$ cat config.mk
export PLATFORM = sky130hd
export DESIGN_NAME = branch_ctrl_flat
export DESIGN_NICKNAME = d
export VERILOG_FILES = /design/src/rtl/branch_ctrl_pkg.sv /design/src/rtl/branch_ctrl_if.sv /design/src/rtl/branch_ctrl_ras.sv /design/src/rtl/branch_ctrl.sv /design/src/flat_wrapper.sv
export SDC_FILE = /design/constraint.sdc
export NUM_CORES = 1
export LEC_CHECK = 0
export CAP_MARGIN = 20
export CORE_AREA = 5 5 179 181
export DETAILED_ROUTE_END_ITERATION = 8
export DIE_AREA = 0 0 184 186
export PLACE_DENSITY = 0.67
export SYNTH_ARGS = -nofsm -noshare
export SYNTH_HDL_FRONTEND = slang
export SYNTH_SLANG_ARGS = --single-unit
$ cat constraint.sdc
create_clock -name Clk -period 5.29 [get_ports Clk]
set_clock_uncertainty 0.05 [all_clocks]
set_input_delay 1.058 -clock Clk [delete_from_list [all_inputs] [get_ports Clk]]
set_output_delay 1.058 -clock Clk [all_outputs]
set_load 0.01 [all_outputs]
$ cat src/rtl/branch_ctrl_pkg.sv
// Shared ISA definitions for the branch controller: widths, op codes, FSM states
// and the relative-offset sign extension helper.
package isa_pkg;

  localparam int PC_W      = 10;
  localparam int LUT_AW    = 5;
  localparam int RAS_DEPTH = 4;

  typedef enum logic [2:0] {
    OP_NONE = 3'd0,
    OP_BEQZ = 3'd1,
    OP_BNEZ = 3'd2,
    OP_JMP  = 3'd3,
    OP_CALL = 3'd4,
    OP_RET  = 3'd5,
    OP_HALT = 3'd6,
    OP_RSVD = 3'd7
  } branch_op_e;

  typedef enum logic [1:0] {
    ST_IDLE = 2'd0,
    ST_RUN  = 2'd1,
    ST_HALT = 2'd2
  } fsm_state_e;

  // Sign-extend the relative offset field to a full PC-width target.
  function automatic logic [PC_W-1:0] sext_off(input logic [LUT_AW-1:0] off);
    return {{(PC_W-LUT_AW){off[LUT_AW-1]}}, off};
  endfunction

endpackage

$ cat src/rtl/branch_ctrl_if.sv
// Decode-side, PC-side and LUT-init signals of the branch controller.
// master = decode/PC/init environment, slave = branch_ctrl.
interface branch_ctrl_if;
  import isa_pkg::*;

  logic              Start;
  logic [2:0]        BranchOp;
  logic [LUT_AW-1:0] Operand;
  logic              Zero;
  logic [PC_W-1:0]   ProgCtr;
  logic              LutWe;
  logic [LUT_AW-1:0] LutWAddr;
  logic [PC_W-1:0]   LutWData;
  logic              Jump;
  logic              BranchAbsOrRel;
  logic [PC_W-1:0]   Target;
  logic              Done;
  logic              RasErr;

  modport master (
    output Start, BranchOp, Operand, Zero, ProgCtr, LutWe, LutWAddr, LutWData,
    input  Jump, BranchAbsOrRel, Target, Done, RasErr
  );

  modport slave (
    input  Start, BranchOp, Operand, Zero, ProgCtr, LutWe, LutWAddr, LutWData,
    output Jump, BranchAbsOrRel, Target, Done, RasErr
  );

endinterface

$ cat src/rtl/branch_ctrl_ras.sv
// Return-address stack: LIFO of DEPTH entries, pointer counts 0..DEPTH.
// Push is ignored when full and pop when empty; the caller flags those errors.
module ret_addr_stack #(
  parameter int DEPTH = 4,
  parameter int W     = 10
) (
  input  logic         Clk,
  input  logic         Reset,
  input  logic         push,
  input  logic         pop,
  input  logic [W-1:0] din,
  output logic [W-1:0] top,
  output logic         full,
  output logic         empty
);

  localparam int AW = $clog2(DEPTH);
  localparam int PW = $clog2(DEPTH + 1);

  logic [W-1:0]  mem [DEPTH];
  logic [PW-1:0] ptr;
  logic [PW-1:0] ptr_m1;

  assign full   = (ptr == PW'(DEPTH));
  assign empty  = (ptr == '0);
  assign ptr_m1 = ptr - PW'(1);
  assign top    = empty ? '0 : mem[ptr_m1[AW-1:0]];

  // Stack pointer: emptied by reset, moves on a legal push or pop.
  always_ff @(posedge Clk) begin
    // NOTE: sequential state uses non-blocking assignment so every register samples pre-edge values.
    if (Reset) begin
      ptr <= '0;
    end else if (push && !full) begin
      ptr <= ptr + PW'(1);
    end else if (pop && !empty) begin
      ptr <= ptr_m1;
    end
  end

  // Entry storage: written on a legal push.
  always_ff @(posedge Clk) begin
    // NOTE: storage is deliberately not reset; the pointer alone decides which entries are valid.
    if (push && !full) begin
      mem[ptr[AW-1:0]] <= din;
    end
  end

endmodule

$ cat src/rtl/branch_ctrl.sv
// Branch controller: decodes branch ops into Jump/BranchAbsOrRel/Target for the
// PC register, owns the absolute-target LUT, the return stack and the
// IDLE/RUN/HALT sequencer.
module branch_ctrl
  import isa_pkg::*;
(
  input logic          Clk,
  input logic          Reset,
  branch_ctrl_if.slave bus
);

  fsm_state_e      state_q, state_d;
  branch_op_e      op;
  logic [PC_W-1:0] lut [2**LUT_AW];
  logic [PC_W-1:0] lut_rd;
  logic [PC_W-1:0] stk_top;
  logic [PC_W-1:0] ret_addr;
  logic            stk_full, stk_empty;
  logic            push, pop, err_set;
  logic            jump, rel;
  logic [PC_W-1:0] target;
  logic            done_q, ras_err_q;

  assign op       = branch_op_e'(bus.BranchOp);
  assign lut_rd   = lut[bus.Operand];
  assign ret_addr = bus.ProgCtr + PC_W'(1);

  ret_addr_stack #(
    .DEPTH (RAS_DEPTH),
    .W     (PC_W)
  ) u_ras (
    .Clk   (Clk),
    .Reset (Reset),
    .push  (push),
    .pop   (pop),
    .din   (ret_addr),
    .top   (stk_top),
    .full  (stk_full),
    .empty (stk_empty)
  );

  // Absolute-target LUT: write lands on the edge, so a same-cycle read sees old data.
  always_ff @(posedge Clk) begin
    if (bus.LutWe) begin
      lut[bus.LutWAddr] <= bus.LutWData;
    end
  end

  // Next state, zero-latency decode outputs and stack commands.
  always_comb begin
    // NOTE: every output gets a default first so no path through the case leaves a latch.
    state_d = state_q;
    jump    = 1'b0;
    rel     = 1'b0;
    target  = '0;
    push    = 1'b0;
    pop     = 1'b0;
    err_set = 1'b0;
    if (!Reset) begin
      unique case (state_q)
        ST_IDLE: begin
          if (!bus.Start) state_d = ST_RUN;
        end
        ST_RUN: begin
          if (bus.Start) begin
            state_d = ST_IDLE;
          end else begin
            unique case (op)
              OP_BEQZ: begin
                jump   = bus.Zero;
                rel    = 1'b1;
                target = sext_off(bus.Operand);
              end
              OP_BNEZ: begin
                jump   = ~bus.Zero;
                rel    = 1'b1;
                target = sext_off(bus.Operand);
              end
              OP_JMP: begin
                jump   = 1'b1;
                target = lut_rd;
              end
              OP_CALL: begin
                jump   = 1'b1;
                target = lut_rd;
                if (stk_full) err_set = 1'b1;
                else          push    = 1'b1;
              end
              OP_RET: begin
                jump   = 1'b1;
                target = stk_top;
                if (stk_empty) err_set = 1'b1;
                else           pop     = 1'b1;
              end
              OP_HALT: begin
                jump    = 1'b1;
                rel     = 1'b1;
                state_d = ST_HALT;
              end
              default: ;
            endcase
          end
        end
        ST_HALT: begin
          jump = 1'b1;
          rel  = 1'b1;
          if (bus.Start) state_d = ST_IDLE;
        end
        default: state_d = ST_IDLE;
      endcase
    end
  end

  // State register plus registered Done and sticky RasErr.
  always_ff @(posedge Clk) begin
    if (Reset) begin
      state_q   <= ST_IDLE;
      done_q    <= 1'b0;
      ras_err_q <= 1'b0;
    end else begin
      state_q <= state_d;
      done_q  <= (state_d == ST_HALT);
      if (err_set) ras_err_q <= 1'b1;
    end
  end

  assign bus.Jump           = jump;
  assign bus.BranchAbsOrRel = rel;
  assign bus.Target         = target;
  assign bus.Done           = done_q;
  assign bus.RasErr         = ras_err_q;

endmodule

$ cat src/flat_wrapper.sv
// flat-port wrapper written by rule: the top's interface ports become plain ports
module branch_ctrl_flat import isa_pkg::*;
  (Clk, Reset, bus_Start, bus_BranchOp, bus_Operand, bus_Zero, bus_ProgCtr, bus_LutWe, bus_LutWAddr, bus_LutWData, bus_Jump, bus_BranchAbsOrRel, bus_Target, bus_Done, bus_RasErr);
  branch_ctrl_if bus_i ();
  input logic Clk;
  input logic Reset;
  input wire logic [$bits(bus_i.Start)-1:0] bus_Start;
  input wire logic [$bits(bus_i.BranchOp)-1:0] bus_BranchOp;
  input wire logic [$bits(bus_i.Operand)-1:0] bus_Operand;
  input wire logic [$bits(bus_i.Zero)-1:0] bus_Zero;
  input wire logic [$bits(bus_i.ProgCtr)-1:0] bus_ProgCtr;
  input wire logic [$bits(bus_i.LutWe)-1:0] bus_LutWe;
  input wire logic [$bits(bus_i.LutWAddr)-1:0] bus_LutWAddr;
  input wire logic [$bits(bus_i.LutWData)-1:0] bus_LutWData;
  output wire logic [$bits(bus_i.Jump)-1:0] bus_Jump;
  output wire logic [$bits(bus_i.BranchAbsOrRel)-1:0] bus_BranchAbsOrRel;
  output wire logic [$bits(bus_i.Target)-1:0] bus_Target;
  output wire logic [$bits(bus_i.Done)-1:0] bus_Done;
  output wire logic [$bits(bus_i.RasErr)-1:0] bus_RasErr;
  assign bus_i.Start = bus_Start;
  assign bus_i.BranchOp = bus_BranchOp;
  assign bus_i.Operand = bus_Operand;
  assign bus_i.Zero = bus_Zero;
  assign bus_i.ProgCtr = bus_ProgCtr;
  assign bus_i.LutWe = bus_LutWe;
  assign bus_i.LutWAddr = bus_LutWAddr;
  assign bus_i.LutWData = bus_LutWData;
  assign bus_Jump = bus_i.Jump;
  assign bus_BranchAbsOrRel = bus_i.BranchAbsOrRel;
  assign bus_Target = bus_i.Target;
  assign bus_Done = bus_i.Done;
  assign bus_RasErr = bus_i.RasErr;
  branch_ctrl u_core (.Clk(Clk), .Reset(Reset), .bus(bus_i));
endmodule
==> reports/metrics.yaml, run 1 <==
run_status:
  outcome: "finished, final reports clean"
timing:
  hold_viol_final: 0
  worst_slack_ns: 0.115
  report.final.slew_viol_count: 0
  worst_slew_pin_slew_ns: 1.11
  fin_crit_sh: 0.978
  max_slew_margin: 0.256
  rsz0062_at_grt: "no"
  period_minus_slack_ns: 5.17
  max_freq_mhz: 193
  fin_tns_setup_ns: 0
  finalSetupViolCount: 0
worst_setup_path:
  cp_cell_sequence: "clkdlybuf4s50_1 > nor3b_1 > a21oi_1 > o21ai_0 > a221oi_1 > o22ai_1 > clkdlybuf4s50_1"
  cp_top_family: "buffers and inverters"
  path_class: "primary input to output port"
  start_kind: "primary input"
  rrSetupSlack_ns: 2.94
  end_kind: "output port"
  critical_path_buf_inv_count: 2
  arrival_ns: 4.07
  path_common_cell: "clkdlybuf4s50_1"
  cpPeakStageDelay_ns: 0.86
  slowest_stage: "clkdlybuf4s50_1"
  cp.required_ns: 4.18
  cp_max_fo: 9
global_route:
  grt_max_degree: 42
  gr-total-overflow: 0
  track_usage: 0.198
  grt_antenna_before_repair: 0
  grt_pass1_vias: 7841
  grt_pass1_wl_mm: 50.2
clocking:
  cts_max_path_buffers: 3
  postCtsHoldBufs: 0
  cts_buffers: 38
  clock_latency_ns: 0.52
  post_cts_buffers: 0
  ctsResizeCount: 0
  cts_tree: "yes"
  clock_sinks: 367
  clk_pin_slew_ns: 0.06
  cts_root_buf: "clkbuf_16"
  htreeDepth: 2
finish:
  nets: 902
  drive_above_1_share: 0.199
  syn_to_final_growth_pct: 17.0
  insertedDiodeCount: 0
  final_area_um2: 17400
  fillCellCount: 2218
  finalNonFillerCells: 1280
die:
  die_area_um2: 34200
  io_pins: 52
  initial_core_util: 0.493
  core_um2: 30300
  num_rows: 64
  die_w_um: 184
  die_h_um: 186
logic_synthesis:
  synth_cells: 774
  ys_top_cells_by_area: "edfxtp_1, mux4_2, mux2i_1, mux2_2, nor2_1"
  synth_area_leader_cell: "edfxtp_1"
  syn_area_um2: 14900
  yosysWarnings: 0
  ys.flop_type: "edfxtp_1"
  synth-seq-cells: 367
  yosys.cell_types.count: 51
  synthArstFlopShare: 0
  synth_top_area_frac: 0.725
  synth_area_per_cell_um2: 19.3
  syn_nets: 822
  yosysSeqAreaShare: 0.734
  synth_edf_count: 360
pwr:
  power_leakage_nw: 5.64
  powerDensity_nw_per_um2: 373
  totalPowerFinal_mw: 6.50
  ir_drop_mv: 0.284
routing:
  first_pass_iters: 7
  ant_nets: 0
  num_vias: 7774
  wire_per_inst_um: 26.5
  wirelength_mm: 33.9
  drt-met1-wl_mm: 13.4
  topRoutingLayerUsed: "met4"
  dr_wl_met3_mm: 2.79
  viasPerCell: 6.07
  drtIter0Drc: 965
  route.detailed.drc: 0
  routed-wl-met2_mm: 16.7
placement:
  placedCellCount: 1203
  dp_slack_ns: 0.258
  gp_congestion: 0.925
  numPortBuffers: 51
  dp_hpwl_mm: 22.1
  place_area_um2: 15900
job:
  maxCapViolCount: 0
hold_path:
  hold_path_class: "flip-flop to flip-flop"
[cells in the mapped netlist (all sizes together) (2+ instances only)]
master	instances
inv	5
o221ai	10
and3	5
a22oi	12
mux2	26
a211oi	3
nor3b	3
nand2b	5
o2bb2ai	2
buf	27
a2111oi	6
dfxtp	7
xor2	4
xnor2	7
nand3	8
o22ai	15
nand3b	8
mux2i	54
a21oi	17
o21ai	5
mux4	60
edfxtp	360
nand2	11
or3b	3
ha	10
and2	7
clkbuf	12
a221o	10
nor2	50
o211ai	2
nor3	2
a221oi	5
nor2b	7
[path summary, 6_finish.rpt]
path              depth (start not counted)                      startpoint                                to
setup / recovery                          7                  bus_Operand[4]                     bus_Target[8]
hold / removal                            2  u_core.bus.RasErr$_SDFFE_PP0P_    u_core.bus.RasErr$_SDFFE_PP0P_
setup reg to reg                          5    u_core.state_q[1]$_SDFF_PP0_  u_core.u_ras.mem[0][8]$_DFFE_PP_
hold reg to reg                           2  u_core.bus.RasErr$_SDFFE_PP0P_    u_core.bus.RasErr$_SDFFE_PP0P_
[logic make-up (layout without fill, tap and decap cells)]
logic type	Yosys count	in the layout	share of synthesized area
xor gates and xnor gates	11	11	0.00646
adders and majority gates	10	10	0.00839
muxes	140	140	0.148
and+or+nand+nor	110	110	0.0372
buffers and inverters	44	154	0.0185
AOI/OAI and AO/OA	92	92	0.0472
DFF	367	367	0.734
[state kept, by name, summed over array words and instances, names as in the netlist]
signal,cells
u_core.bus.RasErr,1
u_core.state_q,2
u_core.lut,320
u_core.u_ras.ptr,3
u_core.bus.Done,1
u_core.u_ras.mem,40
[worst reg2reg max path: cells and delay by family (launching register included)]
kind	cells	cell delay (ns)
simple gates	3	1.22
flops	1	0.35
fa+ha+maj	1	0.22
buf+inv	1	0.12
[placed cells by master (no fill, tap or decap), types with 7 or more instances in the layout]
master           Yosys  routed
a21oi_1             17      17
a221o_1             10      10
a22oi_1             12      12
and2_1               7       7
buf_4                6      15
bufinv_16            0       9
clkbuf_16            0      42
clkdlybuf4s50_1      0      49
clkinv_1             0       9
dfxtp_1              7       7
edfxtp_1           360     360
ha_1                10      10
mux2_2              26      26
mux2i_1             54      54
mux4_2              55      55
nand2_1             10      10
nand3_1              8       8
nand3b_1             8       8
nor2_1              49      49
nor2b_1              7       7
o221ai_1            10      10
o22ai_1             15      15
xnor2_1              7       7
[metal layers]
metal	up-vias	global-route usage
met4	0	0.0592
met5	-	0
met2	399	0.325
met3	74	0.0360
met1	3949	0.275
li1	3352	-
[metrics by stage]
step / hold slack (ns) / utilization
after floorplan: 0.461 / -
after global placement: 0.411 / 0.522
after detailed placement: 0.424 / 0.526
after CTS: 0.442 / 0.572
after global routing: 0.485 / 0.576
final: 0.435 / 0.576
[area by class of cell]
| class | count | area (um2) | area share |
|---|---|---|---|
| multi-input cells | 363 | 3680 | 0.211 |
| well taps | 396 | 495 | 0.0284 |
| repair buffers | 79 | 913 | 0.0524 |
| clock buffers | 47 | 1050 | 0.0601 |
| inverters | 5 | 18.8 | 0.00108 |
| clock inverters | 23 | 334 | 0.0192 |
| flip-flops and latches | 367 | 11000 | 0.628 |
[power breakdown]
part	internal (mW)	switching, mW	total [mW]
logic	0.147	0.209	0.355
clock network	1.85	1.07	2.91
registers	3.23	0.00838	3.23
Note: power is estimated with default switching activity, not from simulation.
==> run 2, diff against run 1 <==
--- a/config.mk
+++ b/config.mk
@@ -7,6 +7,7 @@
 export LEC_CHECK = 0
 export CAP_MARGIN = 20
 export CORE_AREA = 5 5 179 181
+export CTS_CLUSTER_DIAMETER = 30
 export DETAILED_ROUTE_END_ITERATION = 8
 export DIE_AREA = 0 0 184 186
 export PLACE_DENSITY = 0.67
==> run 2 against run 1 <==
Maximum frequency about the same. First-iteration DRC count increased by 0.73%. Via count is 2.4% higher. Final cell count rose by 4.4%. Non-clock buffer count unchanged. Sequential cell count is the same. Global-route usage grew 0.76 points. Critical endpoint unchanged. Largest cell class unchanged. Highest routed layer is now met5.
==> reports/metrics.yaml, run 2 (same netlist as run 1, synthesis figures left out) <==
finish:
  fillCellCount: 2120  # was 2218
  layout_commonest_cell: "edfxtp_1"  # unchanged
  drive_above_1_share: 0.250  # was 0.199
  max_flop_register: "u_core.lut"  # unchanged
  nets: 935  # was 902
  syn_to_final_growth_pct: 23.5  # was 17.0%
  final_area_um2: 18400  # was 17400 um2
  largest_reg_flops: 320  # unchanged
  fin_util: 0.608  # was 0.576
  insertedDiodeCount: 0  # unchanged
  layout_common_cells: "edfxtp_1, clkbuf_16, mux4_2, mux2i_1"  # was edfxtp_1, mux4_2, mux2i_1, nor2_1, clkdlybuf4s50_1
global_route:
  grt_antenna_before_repair: 1  # was 0
  grt_pass1_vias: 8195  # was 7841
  grt_pass1_wl_mm: 52.0  # was 50.2 mm
  track_usage: 0.206  # was 0.198
  gr-total-overflow: 0  # unchanged
  grt_max_degree: 42  # unchanged
worst_setup_path:
  rrSetupSlack_ns: 2.96  # was 2.94 ns
  cp.required_ns: 4.18  # about the same
  end_kind: "output port"  # unchanged
  cp_max_fo: 9  # unchanged
  start_kind: "primary input"  # unchanged
  cp.depth: 7  # unchanged
  arrival_ns: 4.07  # about the same
  cp_top_family: "buffers and inverters"  # unchanged
  path_class: "primary input to output port"  # unchanged
  path_common_cell: "clkdlybuf4s50_1"  # unchanged
  critical_path_buf_inv_count: 2  # unchanged
  ff2ff_path_depth: 5  # unchanged
  startpoint: "bus_Operand[4]"  # unchanged
  slowest_stage: "clkdlybuf4s50_1"  # unchanged
  cp_cell_sequence: "clkdlybuf4s50_1 > nor3b_1 > a21oi_1 > o21ai_0 > a221oi_1 > o22ai_1 > clkdlybuf4s50_1"  # unchanged
  reg2reg_from: "u_core.state_q[1]$_SDFF_PP0_"  # unchanged
  setup.worst_path.end: "bus_Target[8]"  # unchanged
  reg2reg_to: "u_core.u_ras.mem[3][3]$_DFFE_PP_"  # was u_core.u_ras.mem[0][8]$_DFFE_PP_
  cpPeakStageDelay_ns: 0.87  # was 0.86 ns
timing:
  rsz0062_at_grt: "no"  # unchanged
  finalSetupViolCount: 0  # unchanged
  fin_tns_setup_ns: 0  # unchanged
  max_freq_mhz: 193  # about the same
  period_minus_slack_ns: 5.17  # about the same
  worst_slew_pin_slew_ns: 1.14  # was 1.11 ns
  hold_viol_final: 0  # unchanged
  fin_crit_sh: 0.978  # about the same
  max_slew_margin: 0.236  # was 0.256
  report.final.slew_viol_count: 0  # unchanged
die:
  num_rows: 64  # unchanged
  die_area_um2: 34200  # unchanged
  die_h_um: 186  # unchanged
  die_w_um: 184  # unchanged
  core_um2: 30300  # unchanged
  initial_core_util: 0.493  # unchanged
  io_pins: 52  # unchanged
pwr:
  ir_drop_mv: 0.304  # was 0.284 mV
  power_leakage_nw: 6.12  # was 5.64 nW
  powerDensity_nw_per_um2: 433  # was 373 nW/um2
clocking:
  cts_root_buf: "clkbuf_16"  # unchanged
  clk_pin_slew_ns: 0.04  # was 0.06 ns
  cts_tree: "yes"  # unchanged
  postCtsHoldBufs: 0  # unchanged
  clock_sinks: 367  # unchanged
  cts_buffers: 71  # was 38
  cts_max_path_buffers: 3  # unchanged
  ctsResizeCount: 0  # unchanged
  post_cts_buffers: 0  # unchanged
  htreeDepth: 3  # was 2
  clock_latency_ns: 0.54  # was 0.52 ns
routing:
  ant_nets: 0  # unchanged
  first_pass_iters: 5  # was 7
  num_vias: 7964  # was 7774
  wire_per_inst_um: 26.2  # was 26.5 um
  wirelength_mm: 35.0  # was 33.9 mm
  viasPerCell: 5.96  # was 6.07
  drtIter0Drc: 972  # was 965
  route.detailed.drc: 0  # unchanged
run_status:
  outcome: "finished, final reports clean"  # unchanged
placement:
  gp_congestion: 0.925  # unchanged
  numPortBuffers: 51  # unchanged
  dp_hpwl_mm: 22.1  # unchanged
  place_area_um2: 15900  # unchanged
hold_path:
  hold_path_class: "flip-flop to flip-flop"  # unchanged
job:
  maxCapViolCount: 0  # unchanged
==> run 2: cell count changes in the layout (fill, tap and decap cells not counted) <==
cell / delta
clkbuf_1: -1
clkinv_1: -2
inv_6: +4
buf_6: -1
clkinv_2: +13
clkinv_4: +5
clkbuf_16: +32
buf_4: +1
clkinvlp_4: +5
==> run 2: final cells by class <==
type / instances / area, um2 / area share
clock buffers: 78 / 1850 / 0.100
clock inverters: 48 / 508 / 0.0276
inverters: 5 / 18.8 / 0.00102
multi-input cells: 363 / 3680 / 0.200
flip-flops and latches: 367 / 11000 / 0.595
well taps: 396 / 495 / 0.0269
repair buffers: 79 / 910 / 0.0494
==> run 2: worst reg2reg max path: cells and delay by family, from the launching register on <==
family                   cells  cell delay (ns)
AND/OR/NAND/NOR              3             1.22
flip-flops                   1             0.34
buffers and inverters        1             0.12
adder cells (fa/ha/maj)      1             0.22
==> run 2: per-stage QoR <==
stage | instances | power (mW) | hold slack [ns] | setup slack [ns]
after floorplan | 774 | 3.48 | 0.461 | 1.65
after global placement | 1198 | 3.62 | 0.411 | 0.297
after detailed placement | 1203 | 3.64 | 0.424 | 0.258
after CTS | 1329 | 8.01 | 0.438 | 0.238
after global routing | 1336 | 8.22 | 0.481 | 0.132
final | 1336 | 7.97 | 0.432 | 0.117
==> run 2: worst min-delay path by stage <==
| stage | startpoint | cells after the start | to |
|---|---|---|---|
| after floorplan | u_core.bus.RasErr$_SDFFE_PP0P_ | 2 | u_core.bus.RasErr$_SDFFE_PP0P_ |
| after global placement | u_core.bus.RasErr$_SDFFE_PP0P_ | 2 | u_core.bus.RasErr$_SDFFE_PP0P_ |
| after detailed placement | u_core.bus.RasErr$_SDFFE_PP0P_ | 2 | u_core.bus.RasErr$_SDFFE_PP0P_ |
| after CTS | u_core.bus.RasErr$_SDFFE_PP0P_ | 2 | u_core.bus.RasErr$_SDFFE_PP0P_ |
| after global routing | u_core.bus.RasErr$_SDFFE_PP0P_ | 2 | u_core.bus.RasErr$_SDFFE_PP0P_ |
| final | u_core.bus.RasErr$_SDFFE_PP0P_ | 2 | u_core.bus.RasErr$_SDFFE_PP0P_ |
==> run 2: per-layer routing <==
metal,up-vias,global-route usage,share of wire
met5,-,0,0.00037
met1,4030,0.275,0.39
met3,80,0.0477,0.084
li1,3444,-,-
met4,2,0.0736,0.028
met2,408,0.335,0.50
==> run 2: where the power goes <==
group	switching (mW)	internal, mW	total [mW]
combinational	0.211	0.147	0.358
sequential	0.00859	3.24	3.24
clock	1.42	2.94	4.37
total	1.64	6.33	7.97
==> RTL edit 1 (settings of run 1) <==
The package constant `LUT_AW` goes from 5 to 4.
--- a/src/rtl/branch_ctrl_pkg.sv
+++ b/src/rtl/branch_ctrl_pkg.sv
@@ -3,7 +3,7 @@
 package isa_pkg;
 
   localparam int PC_W      = 10;
-  localparam int LUT_AW    = 5;
+  localparam int LUT_AW    = 4;
   localparam int RAS_DEPTH = 4;
 
   typedef enum logic [2:0] {
Interface: changed (resized bus_LutWAddr and bus_Operand); port bits go from 52 to 50. No check against the original RTL was run, so the function may have changed too.
==> RTL edit 1 against run 1 <==
  * Die area unchanged
  * Critical path depth unchanged
  * Sequential cell count down 160
  * Clock power down 51%
  * Wire length down 44%
  * Final cell count down 27%
  * Total power down 47%
  * Synthesized area down 42%
  * Maximum frequency up 5.2%
  * Setup slack better by 0.25 ns
  * Final area down 41%
  * Sequential share of layout area down 3.5 points
  * Count of clock-buffer cells in the layout down 22
==> RTL edit 1: results (changes against run 1) <==
run status finished, final reports clean (unchanged); post-synthesis xor/xnor area fraction 1.01% (was 0.646%); NumNets Final 566 (was 902); Synth top cells by count 200 x edfxtp_1, 37 x mux4_2, 20 x mux2i_1, 17 x nor2_1, 13 x mux4_1 (was 360 x edfxtp_1, 55 x mux4_2, 54 x mux2i_1, 49 x nor2_1, 26 x mux2_2); synth top area cells edfxtp_1 69%, mux4_2 9.6%, mux4_1 3.9%, mux2i_1 2.3%, dfxtp_1 1.6% (was edfxtp_1 73%, mux4_2 8.3%, mux2i_1 3.6%, mux2_2 2.0%, nor2_1 1.2%); vias in the first global route 4,766 (was 7,841); Post-synth EDFFs 200 (was 360); Max H-tree Level 1 (was 2); Compound-Gate Fraction of Synth Area 3.72% (was 4.72%); largest net degree at the start of global routing 22 (was 42); DR WL/cell 20.3 um (was 26.5 um); worst reg2reg path endpoint u_core.u_ras.mem[3][7] (was u_core.u_ras.mem[0][8]); slew margin rel. 40.7% (was 25.6%); Worst path max stage delay 0.84 ns (was 0.86 ns); r2r setup slk 2.66 ns (was 2.94 ns); PortBufs 49 (was 51); first-pass GRT wire length 28,000 um (was 50,200 um); crit-path max FO 15 (was 9); number of buffers created by CTS 20 (was 38); GRT Util Overall 10.8% (was 19.8%); GP Congestion 0.795 (was 0.925); Pre-Repair DR Iteration Count 6 (was 7); worst vdd ir 0.000188 V (was 0.000284 V); Pint 2.77 mW (was 5.22 mW); LEAKAGE 3.38 nW (was 5.64 nW); crit-path leading delay family flip-flops (was buffers and inverters); met1 Use GR 11.7% (was 27.5%); library cells used by synthesis 47 (was 51); vias 4,500 (was 7,774); mux share of post-synthesis cell area 16.1% (was 14.8%); post-synthesis sequential area ratio 70.9% (was 73.4%)
RTL edit 1: cell types whose count changed after synthesis, sizes merged, moves of 9 or more:
cell / before / now
a221o: 10 / 0
edfxtp: 360 / 200
buf: 27 / 16
nor2: 50 / 17
mux2i: 54 / 20
a21oi: 17 / 6
a22oi: 12 / 1
mux2: 26 / 2
mux4: 60 / 50
o22ai: 15 / 3
nand2: 11 / 2
RTL edit 1: cells by family (layout without fill, tap and decap cells):
family	count (synthesis)	in the layout
DFF	207	207
adders and majority gates	10	10
buffers and inverters	29	118
xor gates and xnor gates	10	10
muxes	72	72
AOI/OAI and AO/OA	43	43
and+or+nand+nor	74	74
RTL edit 1: worst max path at each step:
| stage | startpoint | endpoint |
|---|---|---|
| floorplan | bus_Operand[1] | bus_Target[3] |
| global placement | bus_BranchOp[2] | bus_Target[3] |
| detailed placement | bus_BranchOp[2] | bus_Target[7] |
| CTS | u_core.u_ras.ptr[0] | bus_Target[8] |
| global route | u_core.u_ras.ptr[0] | bus_Target[4] |
| finish | u_core.u_ras.ptr[0] | bus_Target[4] |
RTL edit 1: layout make-up:
| cell class | instances | area (um^2) |
|---|---|---|
| Fill cell | 2820 | 19900 |
| Sequential cell | 207 | 6150 |
| Multi-Input combinational cell | 209 | 2360 |
| Timing Repair Buffer | 75 | 677 |
| Clock buffer | 25 | 519 |
| Tap cell | 396 | 495 |
| Clock inverter | 11 | 144 |
| Inverter | 7 | 26.3 |
RTL edit 1: worst min-delay path, stage by stage, from the launching register on:
cell     delay, ns
dfxtp_1       0.34
a21oi_1       0.05
nor2_1        0.07
RTL edit 1: power by group through the flow:
stage | clock network (mW) | logic (mW) | registers, mW
3_3_place_gp | 0 | 0.194 | 1.87
5_1_grt | 1.51 | 0.215 | 1.83
3_5_place_dp | 0 | 0.201 | 1.87
4_1_cts | 1.45 | 0.202 | 1.83
2_1_floorplan | 0 | 0.113 | 1.87
6_report | 1.42 | 0.200 | 1.83
RTL edit 1: routing by layer:
layer	part of all wire (%)	up-vias
li1	-	1991
met1	36	2302
met2	54	159
met3	5.6	48
met4	4.4	0
met5	0	-
RTL edit 1: through the flow:
| step | utilization, % | worst slack, ns | hold slack [ns] | cells | instance area [um^2] |
|---|---|---|---|---|---|
| floorplan | - | 1.91 | 0.437 | 445 | 8670 |
| global placement | 32.0 | 0.673 | 0.412 | 892 | 9680 |
| detailed placement | 32.0 | 0.555 | 0.425 | 893 | 9700 |
| CTS | 34.2 | 0.284 | 0.439 | 929 | 10400 |
| global route | 34.2 | 0.167 | 0.475 | 930 | 10400 |
| finish | 34.2 | 0.370 | 0.433 | 930 | 10400 |
==> RTL edit 2 (config.mk and constraints of run 1) <==
Made on the original files. Make the reset (`Reset`) asynchronous in 2 clocked blocks.
--- a/src/rtl/branch_ctrl_ras.sv
+++ b/src/rtl/branch_ctrl_ras.sv
@@ -27,7 +27,7 @@
   assign top    = empty ? '0 : mem[ptr_m1[AW-1:0]];
 
   // Stack pointer: emptied by reset, moves on a legal push or pop.
-  always_ff @(posedge Clk) begin
+  always_ff @(posedge Clk or posedge Reset) begin
     // NOTE: sequential state uses non-blocking assignment so every register samples pre-edge values.
     if (Reset) begin
       ptr <= '0;
--- a/src/rtl/branch_ctrl.sv
+++ b/src/rtl/branch_ctrl.sv
@@ -112,7 +112,7 @@
   end
 
   // State register plus registered Done and sticky RasErr.
-  always_ff @(posedge Clk) begin
+  always_ff @(posedge Clk or posedge Reset) begin
     if (Reset) begin
       state_q   <= ST_IDLE;
       done_q    <= 1'b0;
Formal check against the unedited RTL: not equivalent (a bounded check fails within 4 cycles, from zero or initial values and one cycle with Reset high; the reset may be asserted at any time).
==> RTL edit 2 against run 1 <==
  * Final cell count rose by 4.1%
  * Sequential share of layout area increased by 1.7 points
  * Sequential power grew 1%
  * Setup slack improved by 0.020 ns
  * Total power is 4.6% lower
  * Die area is the same
  * Synthesized area increased by 0.80%
  * Final area decreased by 2.4%
  * Wire length barely moved
  * Via count grew 2.3%
  * Sequential cell count unchanged
  * First-iteration DRC count decreased by 2.0%
  * Maximum frequency rose by 0.38%
  * Critical path type unchanged
==> RTL edit 2: results (changes against run 1) <==
synth top area cells edfxtp_1 72%, mux2i_1 7.0%, mux4_2 5.2%, a22oi_1 3.0%, nor2_1 1.2% (was edfxtp_1 73%, mux4_2 8.3%, mux2i_1 3.6%, mux2_2 2.0%, nor2_1 1.2%); layout cell share with drive strength beyond 1 13.0% (was 19.9%); Worst path slowest cell nor2b_2 (was clkdlybuf4s50_1); vias in the first global route 7,769 (was 7,841); wire length on met3 2730 um (was 2790 um); Largest register FFs 320 (unchanged); Pre-Repair DR Iteration Count 5 (was 7); arrival time of the worst setup path 4.05 ns (was 4.07 ns); worst-margin pin slew 1.14 ns (was 1.11 ns); Layout clock area frac 6.12% (was 7.93%); dpl hpwl 22,100 um (about the same); multi-input gate share of total cell area 21.7% (was 21.1%); M1 WL 14,000 um (was 13,400 um); DRT iter0 DRCs 946 (was 965); DP Worst Slack 0.243 ns (was 0.258 ns); Syn-to-layout area delta 13.3% (was 17.0%); worst hold endpoint u_core.bus.RasErr (unchanged); share of synthesized registers carrying an async set or reset 1.91% (was 0%); Synth top cells by count 360 x edfxtp_1, 105 x mux2i_1, 60 x a22oi_1, 47 x nor2_1, 35 x mux4_2 (was 360 x edfxtp_1, 55 x mux4_2, 54 x mux2i_1, 49 x nor2_1, 26 x mux2_2); worst vdd ir 0.000277 V (was 0.000284 V); pwr/cell area 365 nW/um^2 (was 373 nW/um^2); Worst path max stage delay 0.93 ns (was 0.86 ns); first-pass GRT wire length 50,000 um (was 50,200 um); number of buffers created by CTS 36 (was 38); Syn Inst Count 837 (was 774); run status finished, final reports clean (unchanged); worst reg2reg path endpoint u_core.u_ras.mem[3][7] (was u_core.u_ras.mem[0][8]); Multi-In Gates 418 (was 363); GRT Util Overall 19.9% (was 19.8%); crit-path max FO 25 (was 9); net count after synthesis 885 (was 822); Compound-Gate Fraction of Synth Area 5.49% (was 4.72%); met1 Use GR 27.5% (about the same); drt total wl 33,900 um (about the same); NumNets Final 960 (was 902); mux share of post-synthesis cell area 13.2% (was 14.8%); vias per std cell 5.97 (was 6.07); largest net degree at the start of global routing 52 (was 42); LEAKAGE 5.66 nW (was 5.64 nW); inverters 7 (was 5); post-synthesis sequential area ratio 73.1% (was 73.4%); post-synthesis adder-cell area fraction 0.833% (was 0.839%); library cells used by synthesis 47 (was 51); r2r setup slk 2.98 ns (was 2.94 ns); M3 GR Usage 4.96% (was 3.60%); fill count 2,331 (was 2,218); cell total after placement 1,269 (was 1,203); register share of the cell area 64.5% (was 62.8%); DR WL met2 15,900 um (was 16,700 um); post-synthesis xor/xnor area fraction 0.699% (was 0.646%); Fin Hold WS 0.426 ns (was 0.435 ns); hold-critical path depth 1 (was 2); GR Layer Usage met2 31.0% (was 32.5%); GP Congestion 0.965 (was 0.925); clock buffer count 44 (was 47)
-- RTL edit 2: worst max-delay path by stage --
| stage | start | end | slack [ns] | cells after the start |
|---|---|---|---|---|
| after detailed placement | bus_Operand[2] | bus_Target[5] | 0.24 | 8 |
| after global routing | bus_Operand[2] | bus_Target[3] | 0.03 | 8 |
| after global placement | bus_Operand[2] | bus_Target[6] | 0.23 | 7 |
| after CTS | bus_Operand[2] | bus_Target[5] | 0.20 | 8 |
| final | bus_Operand[2] | bus_Target[3] | 0.14 | 7 |
| after floorplan | bus_Operand[0] | bus_Target[8] | 1.56 | 8 |
-- RTL edit 2: where the power goes --
group	total (mW)	switching (mW)	internal [mW]	leakage (nW)
Combinational	0.653	0.374	0.279	1.82
Sequential	3.27	0.0245	3.25	3.33
Clock	2.28	1.03	1.26	0.509
-- RTL edit 2: worst max-delay path: cells and delay by family --
kind / cells / cell delay, ns
buffers and inverters: 2 / 1.10
AOI/OAI and AO/OA: 4 / 0.94
and+or+nand+nor: 1 / 0.93
